### config.mk
export PLATFORM = sky130hd
export DESIGN_NAME = mul_booth_seq
export DESIGN_NICKNAME = d
export VERILOG_FILES = /design/src/rtl/mul_pkg.sv /design/src/rtl/booth_r4_enc.sv /design/src/rtl/mul_booth_seq.sv
export SDC_FILE = /design/constraint.sdc
export NUM_CORES = 1
export LEC_CHECK = 0
export ABC_AREA = 1
export CAP_MARGIN = 10
export CORE_ASPECT_RATIO = 1.25
export CORE_MARGIN = 2
export CORE_UTILIZATION = 53
export CTS_CLUSTER_DIAMETER = 60
export CTS_CLUSTER_SIZE = 12
export DETAILED_ROUTE_END_ITERATION = 10
export PLACE_DENSITY = 0.78
export SYNTH_ARGS = -nofsm -noshare
export SYNTH_HDL_FRONTEND = slang
export SYNTH_SLANG_ARGS = --single-unit
### constraint.sdc
create_clock -name clk -period 3 [get_ports clk]
set_input_delay 0.6 -clock clk [delete_from_list [all_inputs] [get_ports clk]]
set_output_delay 0.6 -clock clk [all_outputs]
set_load 0.02 [all_outputs]
### src/rtl/mul_pkg.sv
// Shared types for the sequential radix-4 Booth multiplier: op codes, FSM
// states and the Booth digit set with its window decoder.
package mul_pkg;

  typedef enum logic [1:0] {
    MUL    = 2'b00,
    MULH   = 2'b01,
    MULHSU = 2'b10,
    MULHU  = 2'b11
  } mul_op_e;

  typedef enum logic [1:0] {
    IDLE = 2'b00,
    CALC = 2'b01,
    DONE = 2'b10
  } mul_state_e;

  typedef enum logic [2:0] {
    BD_ZERO = 3'b000,
    BD_P1   = 3'b001,
    BD_P2   = 3'b010,
    BD_M1   = 3'b011,
    BD_M2   = 3'b100
  } booth_dig_e;

  // Window is {b[2i+1], b[2i], b[2i-1]}.
  function automatic booth_dig_e booth_decode(input logic [2:0] win);
    booth_dig_e dig;
    case (win)
      3'b001, 3'b010: dig = BD_P1;
      3'b011:         dig = BD_P2;
      3'b100:         dig = BD_M2;
      3'b101, 3'b110: dig = BD_M1;
      default:        dig = BD_ZERO;
    endcase
    return dig;
  endfunction

endpackage

### src/rtl/booth_r4_enc.sv
// Radix-4 Booth partial-product generator: selects 0, +/-m or +/-2m of the
// (XLEN+2)-bit extended multiplicand as an (XLEN+3)-bit signed value.
module booth_r4_enc
  import mul_pkg::*;
#(
  parameter int XLEN = 32
) (
  input  logic [2:0]      win_i,
  input  logic [XLEN+1:0] mcand_i,
  output logic [XLEN+2:0] pp_o
);

  logic [XLEN+2:0] m1_s;
  logic [XLEN+2:0] m2_s;
  booth_dig_e      dig_s;

  assign m1_s  = {mcand_i[XLEN+1], mcand_i};
  assign m2_s  = {mcand_i, 1'b0};
  assign dig_s = booth_decode(win_i);

  always_comb begin
    pp_o = '0;
    case (dig_s)
      BD_P1:   pp_o = m1_s;
      BD_P2:   pp_o = m2_s;
      BD_M1:   pp_o = -m1_s;
      BD_M2:   pp_o = -m2_s;
      default: pp_o = '0;
    endcase
  end

endmodule

### src/rtl/mul_booth_seq.sv
// Iterative radix-4 Booth multiplier for MUL/MULH/MULHSU/MULHU. One Booth digit
// per cycle is added into the top of a right-shifting accumulator.
module mul_booth_seq
  import mul_pkg::*;
#(
  parameter int XLEN  = 32,
  parameter int TAG_W = 5
) (
  input  logic             clk,
  input  logic             rst_n,
  input  logic [XLEN-1:0]  a_i,
  input  logic [XLEN-1:0]  b_i,
  input  logic [1:0]       op_sel_i,
  input  logic [TAG_W-1:0] tag_i,
  input  logic             in_valid_i,
  output logic             in_ready_o,
  input  logic             kill_i,
  output logic             out_valid_o,
  input  logic             out_ready_i,
  output logic [XLEN-1:0]  result_o,
  output logic [TAG_W-1:0] tag_o
);

  localparam int N     = XLEN / 2 + 1;
  localparam int CNT_W = $clog2(N);
  localparam int EXT_W = XLEN + 2;
  localparam int ACC_W = 2 * EXT_W;
  localparam logic [CNT_W-1:0] CNT_LAST = CNT_W'(N - 1);

  mul_state_e       state_q, state_d;
  logic [CNT_W-1:0] cnt_q, cnt_d;
  logic [EXT_W-1:0] a_q, a_d;
  logic [EXT_W:0]   b_q, b_d;
  mul_op_e          op_q, op_d;
  logic [TAG_W-1:0] tagc_q, tagc_d;
  logic [ACC_W-1:0] acc_q, acc_d;
  logic             in_ready_q, in_ready_d;
  logic             out_valid_q, out_valid_d;
  logic [XLEN-1:0]  result_q, result_d;
  logic [TAG_W-1:0] tag_q, tag_d;

  logic [XLEN+2:0]  pp_s;
  logic [XLEN+3:0]  sum_s;
  logic [ACC_W-1:0] step_acc_s;
  logic [EXT_W-1:0] a_ext_s;
  logic [EXT_W-1:0] b_ext_s;
  logic             acc_unused_s;

  booth_r4_enc #(.XLEN(XLEN)) u_enc (
    .win_i   (b_q[2:0]),
    .mcand_i (a_q),
    .pp_o    (pp_s)
  );

  // a is signed unless MULHU; b is signed only for MUL/MULH (op_sel[1]==0).
  assign a_ext_s = {{2{a_i[XLEN-1] & (op_sel_i != 2'b11)}}, a_i};
  assign b_ext_s = {{2{b_i[XLEN-1] & ~op_sel_i[1]}}, b_i};

  // Add the digit's partial product at the top, then arithmetic shift right by 2.
  assign sum_s      = {{2{acc_q[ACC_W-1]}}, acc_q[ACC_W-1:EXT_W]} + {pp_s[XLEN+2], pp_s};
  assign step_acc_s = {sum_s, acc_q[EXT_W-1:2]};
  assign acc_unused_s = ^acc_q[1:0];

  // Next-state, datapath and registered-output decode.
  always_comb begin
    state_d  = state_q;
    cnt_d    = cnt_q;
    a_d      = a_q;
    b_d      = b_q;
    op_d     = op_q;
    tagc_d   = tagc_q;
    acc_d    = acc_q;
    result_d = result_q;
    tag_d    = tag_q;
    case (state_q)
      IDLE: begin
        if (kill_i) begin
          state_d = IDLE;
        end else if (in_valid_i) begin
          a_d     = a_ext_s;
          b_d     = {b_ext_s, 1'b0};
          op_d    = mul_op_e'(op_sel_i);
          tagc_d  = tag_i;
          acc_d   = '0;
          cnt_d   = '0;
          state_d = CALC;
        end else begin
          state_d = IDLE;
        end
      end
      CALC: begin
        if (kill_i) begin
          cnt_d   = '0;
          state_d = IDLE;
        end else begin
          acc_d = step_acc_s;
          b_d   = {2'b00, b_q[EXT_W:2]};
          if (cnt_q == CNT_LAST) begin
            cnt_d    = '0;
            state_d  = DONE;
            result_d = (op_q == MUL) ? step_acc_s[XLEN-1:0] : step_acc_s[2*XLEN-1:XLEN];
            tag_d    = tagc_q;
          end else begin
            cnt_d = cnt_q + CNT_W'(1);
          end
        end
      end
      DONE: begin
        if (kill_i || out_ready_i) begin
          state_d = IDLE;
        end else begin
          state_d = DONE;
        end
      end
      default: begin
        state_d = IDLE;
        cnt_d   = '0;
      end
    endcase
    in_ready_d  = (state_d == IDLE);
    out_valid_d = (state_d == DONE);
  end

  // State, datapath and output registers.
  always_ff @(posedge clk or negedge rst_n) begin
    if (!rst_n) begin
      state_q     <= IDLE;
      cnt_q       <= '0;
      a_q         <= '0;
      b_q         <= '0;
      op_q        <= MUL;
      tagc_q      <= '0;
      acc_q       <= '0;
      in_ready_q  <= 1'b1;
      out_valid_q <= 1'b0;
      result_q    <= '0;
      tag_q       <= '0;
    end else begin
      state_q     <= state_d;
      cnt_q       <= cnt_d;
      a_q         <= a_d;
      b_q         <= b_d;
      op_q        <= op_d;
      tagc_q      <= tagc_d;
      acc_q       <= acc_d;
      in_ready_q  <= in_ready_d;
      out_valid_q <= out_valid_d;
      result_q    <= result_d;
      tag_q       <= tag_d;
    end
  end

  assign in_ready_o  = in_ready_q;
  assign out_valid_o = out_valid_q;
  assign result_o    = result_q;
  assign tag_o       = tag_q;

endmodule
==> metrics.yaml <==
power:
  vdd.ir_drop.worst_mv: 0.627
  leakage_nw: 9.00
  power.combinational.fraction: 0.638
  power.clock.fraction: 0.151
  cell_internal_pwr_mw: 8.93
  cellPowerDensity_nw_per_um2: 902
  netSwitchingFraction: 0.456
  power.sequential.fraction: 0.211
  switching_power_mw: 7.50
  power.total_mw: 16.4
synth:
  ys_async_sr_fraction: 1.00
  synthesis.area_um2: 12100
  post_synth_main_area_contributors: "sky130_fd_sc_hd__dfrtp_1 (38%), sky130_fd_sc_hd__nand2_1 (18%), sky130_fd_sc_hd__inv_1 (7.6%)"
  seq_area_frac_synth: 0.385
  postSynthNetCount: 1864
  synth_top_area_cell: "sky130_fd_sc_hd__dfrtp_1"
  synth.avg_cell_area_um2: 6.91
  post-synth-top-area-fraction: 0.383
  yosys.cell_count.top_type: "sky130_fd_sc_hd__nand2_1"
  yosysWarnings: 0
  synthTopCellsByCount: "sky130_fd_sc_hd__nand2_1 (596), sky130_fd_sc_hd__inv_1 (246), sky130_fd_sc_hd__dfrtp_1 (185)"
  synth_seq_cells: 186
  number_of_different_library_cells_in_the_post_synthesis_netlist: 48
  number_of_enable_flip_flop_cells_after_synthesis: 0
  synthFlopType: "sky130_fd_sc_hd__dfrtp_1"
  synthesis.instances: 1749
floorplanning:
  die-area_um2: 24000
  ios: 115
  placementRows: 61
  die_width_um: 139
  design.core.area_um2: 22400
  start_util: 0.541
  floorplan_die_height_um: 173
clocking:
  numCtsBuffers: 17
  insertion_delay_ps: 460
  clock_root_cell: "sky130_fd_sc_hd__clkbuf_16"
  postCtsHoldBufs: 0
  cts-htree-levels: 4
  cts.reportedPaths.clkPinSlew_ps: 80
  clock_path_buffers: 2
  clock_sinks: 186
  tritoncts: "built"
final_layout:
  areaGrowthSynthToFinish_pct: 50.7
  nets: 2219
  antenna_cells_inserted: 0
  drive_above_1_share: 0.337
setup_path:
  critPathMaxFanout: 5
  cp_data_arrival_time_ps: 3570
  r2r_setup_slack_ps: -210
  r2r-end: "result_o[30]"
  cp-startpoint: "a_q[1]"
  endpoint_kind_of_the_worst_setup_timing_path: "flip-flop"
  timing.rr.start: "a_q[1]"
  setup.worst_path.class: "flip-flop to flip-flop"
  startpoint_type: "flip-flop"
  worstRegToRegCells: 25
  required_ps: 3360
detailed_routing:
  wirelength_um: 44100
  routed_via_density: 5.64
  drt-pass1-iter-count: 6
  initialDrtViolationCount: 1183
  drc_errors: 0
  routed_wire_length_per_instance_um: 18.4
  antenna_left: 0
  detailroute.via_count: 13500
global_routing:
  overflow: 0
  grt_util_all_layers: 0.350
  grt_max_degree: 75
  grt_first_pass_wirelength_um: 67400
  antenna_violations_before_repair: 0
  grt_pass1_vias: 13300
timing:
  max_slew_margin: 0.427
  setup_tns_ps: -3950
  timing.final.ws_setup_ps: -212
  timing.final.setup_violations: 42
  max_clock_freq_mhz: 311
  slew_viol_final: 0
  final.min_clock_period_ps: 3210
  hold_violations: 0
  clock-skew-final_ps: 12.7
  worst_tran_pin_value_ps: 854
  period_share: 1.07
  grt_setup_unrepaired: "yes"
min_path:
  worstHoldPathType: "input pin to asynchronous set/reset pin"
run_status:
  failed_checks: "setup timing"
  run_status: "finished, violations left"
placement:
  buffer_ports.inserted: 114
  post-dp-hpwl_um: 30300
  globalplace.congestion: 0.971
flow_run:
  maxCapViolations: 0
-- registers in the layout, indices dropped and copies added, names as in the netlist --
register and flops:
state_q 2, tag_o 5, tagc_q 5, a_q 33
acc_q 66, out_valid_o 1, op_q 2, b_q 34
in_ready_o 1, cnt_q 5, result_o 32
-- logic make-up after synthesis --
kind of cell               count (synthesis)  share of synthesized area
and+or+nand+nor                          900                      0.315
buffers and inverters                    320                      0.104
AOI/OAI and AO/OA                        279                      0.137
DFF                                      186                      0.385
adders and majority gates                 39                     0.0410
xor gates and xnor gates                  25                     0.0181
-- power by group through the flow --
stage               logic [mW]  registers (mW)  clock network, mW
CTS                       8.47            3.44               2.47
detailed placement        7.21            3.40                  0
floorplan                 3.73            3.35                  0
global route              11.2            3.52               2.56
finish                    10.5            3.47               2.48
global placement          7.16            3.39                  0
-- final cells by class --
cell class	count	area [um^2]
fill	1494	4130
multi-input combinational	1243	8110
timing repair buffer	398	3500
clock inverter	15	205
sequential	186	4660
clock buffer	17	425
inverter	258	976
tap	283	354
-- critical path, stage by stage, from the launching register on --
cell and delay, ps:
sky130_fd_sc_hd__dfrtp_1 400, sky130_fd_sc_hd__inv_2 90, sky130_fd_sc_hd__ha_4 150, sky130_fd_sc_hd__nand3_4 90, sky130_fd_sc_hd__nor2_4 150, sky130_fd_sc_hd__nand2_2 90
sky130_fd_sc_hd__inv_2 80, sky130_fd_sc_hd__nand2_4 60, sky130_fd_sc_hd__nor2_4 160, sky130_fd_sc_hd__buf_6 110, sky130_fd_sc_hd__xor2_1 120, sky130_fd_sc_hd__inv_1 70
sky130_fd_sc_hd__nand2_1 80, sky130_fd_sc_hd__nand3_2 100, sky130_fd_sc_hd__ha_4 330, sky130_fd_sc_hd__nand2_4 70, sky130_fd_sc_hd__buf_8 140, sky130_fd_sc_hd__nor2_4 140
sky130_fd_sc_hd__nand2_2 60, sky130_fd_sc_hd__nand2_2 80, sky130_fd_sc_hd__a21oi_2 60, sky130_fd_sc_hd__buf_4 140, sky130_fd_sc_hd__nand3_4 60, sky130_fd_sc_hd__nand3_4 110
sky130_fd_sc_hd__nand2_2 100, sky130_fd_sc_hd__nand2_1 50
-- repair_timing --
| action | CTS | global route |
|---|---|---|
| pin swaps | 58 | 144 |
| setup buffers | 10 | 26 |
| endpoints found under the hold margin | 0 | 0 |
| gates resized for setup | 188 | 294 |
| endpoints found under the setup margin | 54 | 56 |
-- cells in the final DEF (no fill, tap or decap), drive strengths merged, types with 6 or more instances in the layout --
cell type	instances
a21oi	68
a22o	7
a22oi	30
buf	284
clkbuf	18
clkdlybuf4s50	113
clkinv	6
dfrtp	185
ha	38
inv	262
nand2	602
nand3	145
nand4	17
nor2	106
nor3	19
o211ai	30
o21ai	108
o21bai	6
o22ai	21
xnor2	7
xor2	18
-- worst max path at each step --
stage / slack [ps] / to
after detailed placement: -450 / result_o[30]
final: -210 / result_o[30]
after CTS: -180 / result_o[30]
after global placement: -410 / result_o[30]
after global routing: -400 / result_o[30]
after floorplan: 100 / result_o[28]
-- stage by stage --
stage	utilization	setup slack (ps)	cell area (um^2)	hold slack, ps	instances
4_1_cts	0.756	-183	16900	190	2377
5_1_grt	0.815	-396	18200	213	2400
3_3_place_gp	0.685	-409	15300	453	2336
2_1_floorplan	-	97.6	12100	304	1749
3_5_place_dp	0.685	-451	15300	459	2336
6_report	0.815	-212	18200	161	2400
-- per-layer routing --
| layer | track usage | vias to the layer above | share of wire |
|---|---|---|---|
| met5 | 0 | - | 0 |
| met4 | 0.163 | 0 | 0.060 |
| met3 | 0.0440 | 179 | 0.065 |
| met2 | 0.616 | 615 | 0.50 |
| met1 | 0.426 | 6420 | 0.38 |
| li1 | - | 6330 | - |
Power figures use the tool's default switching activity.
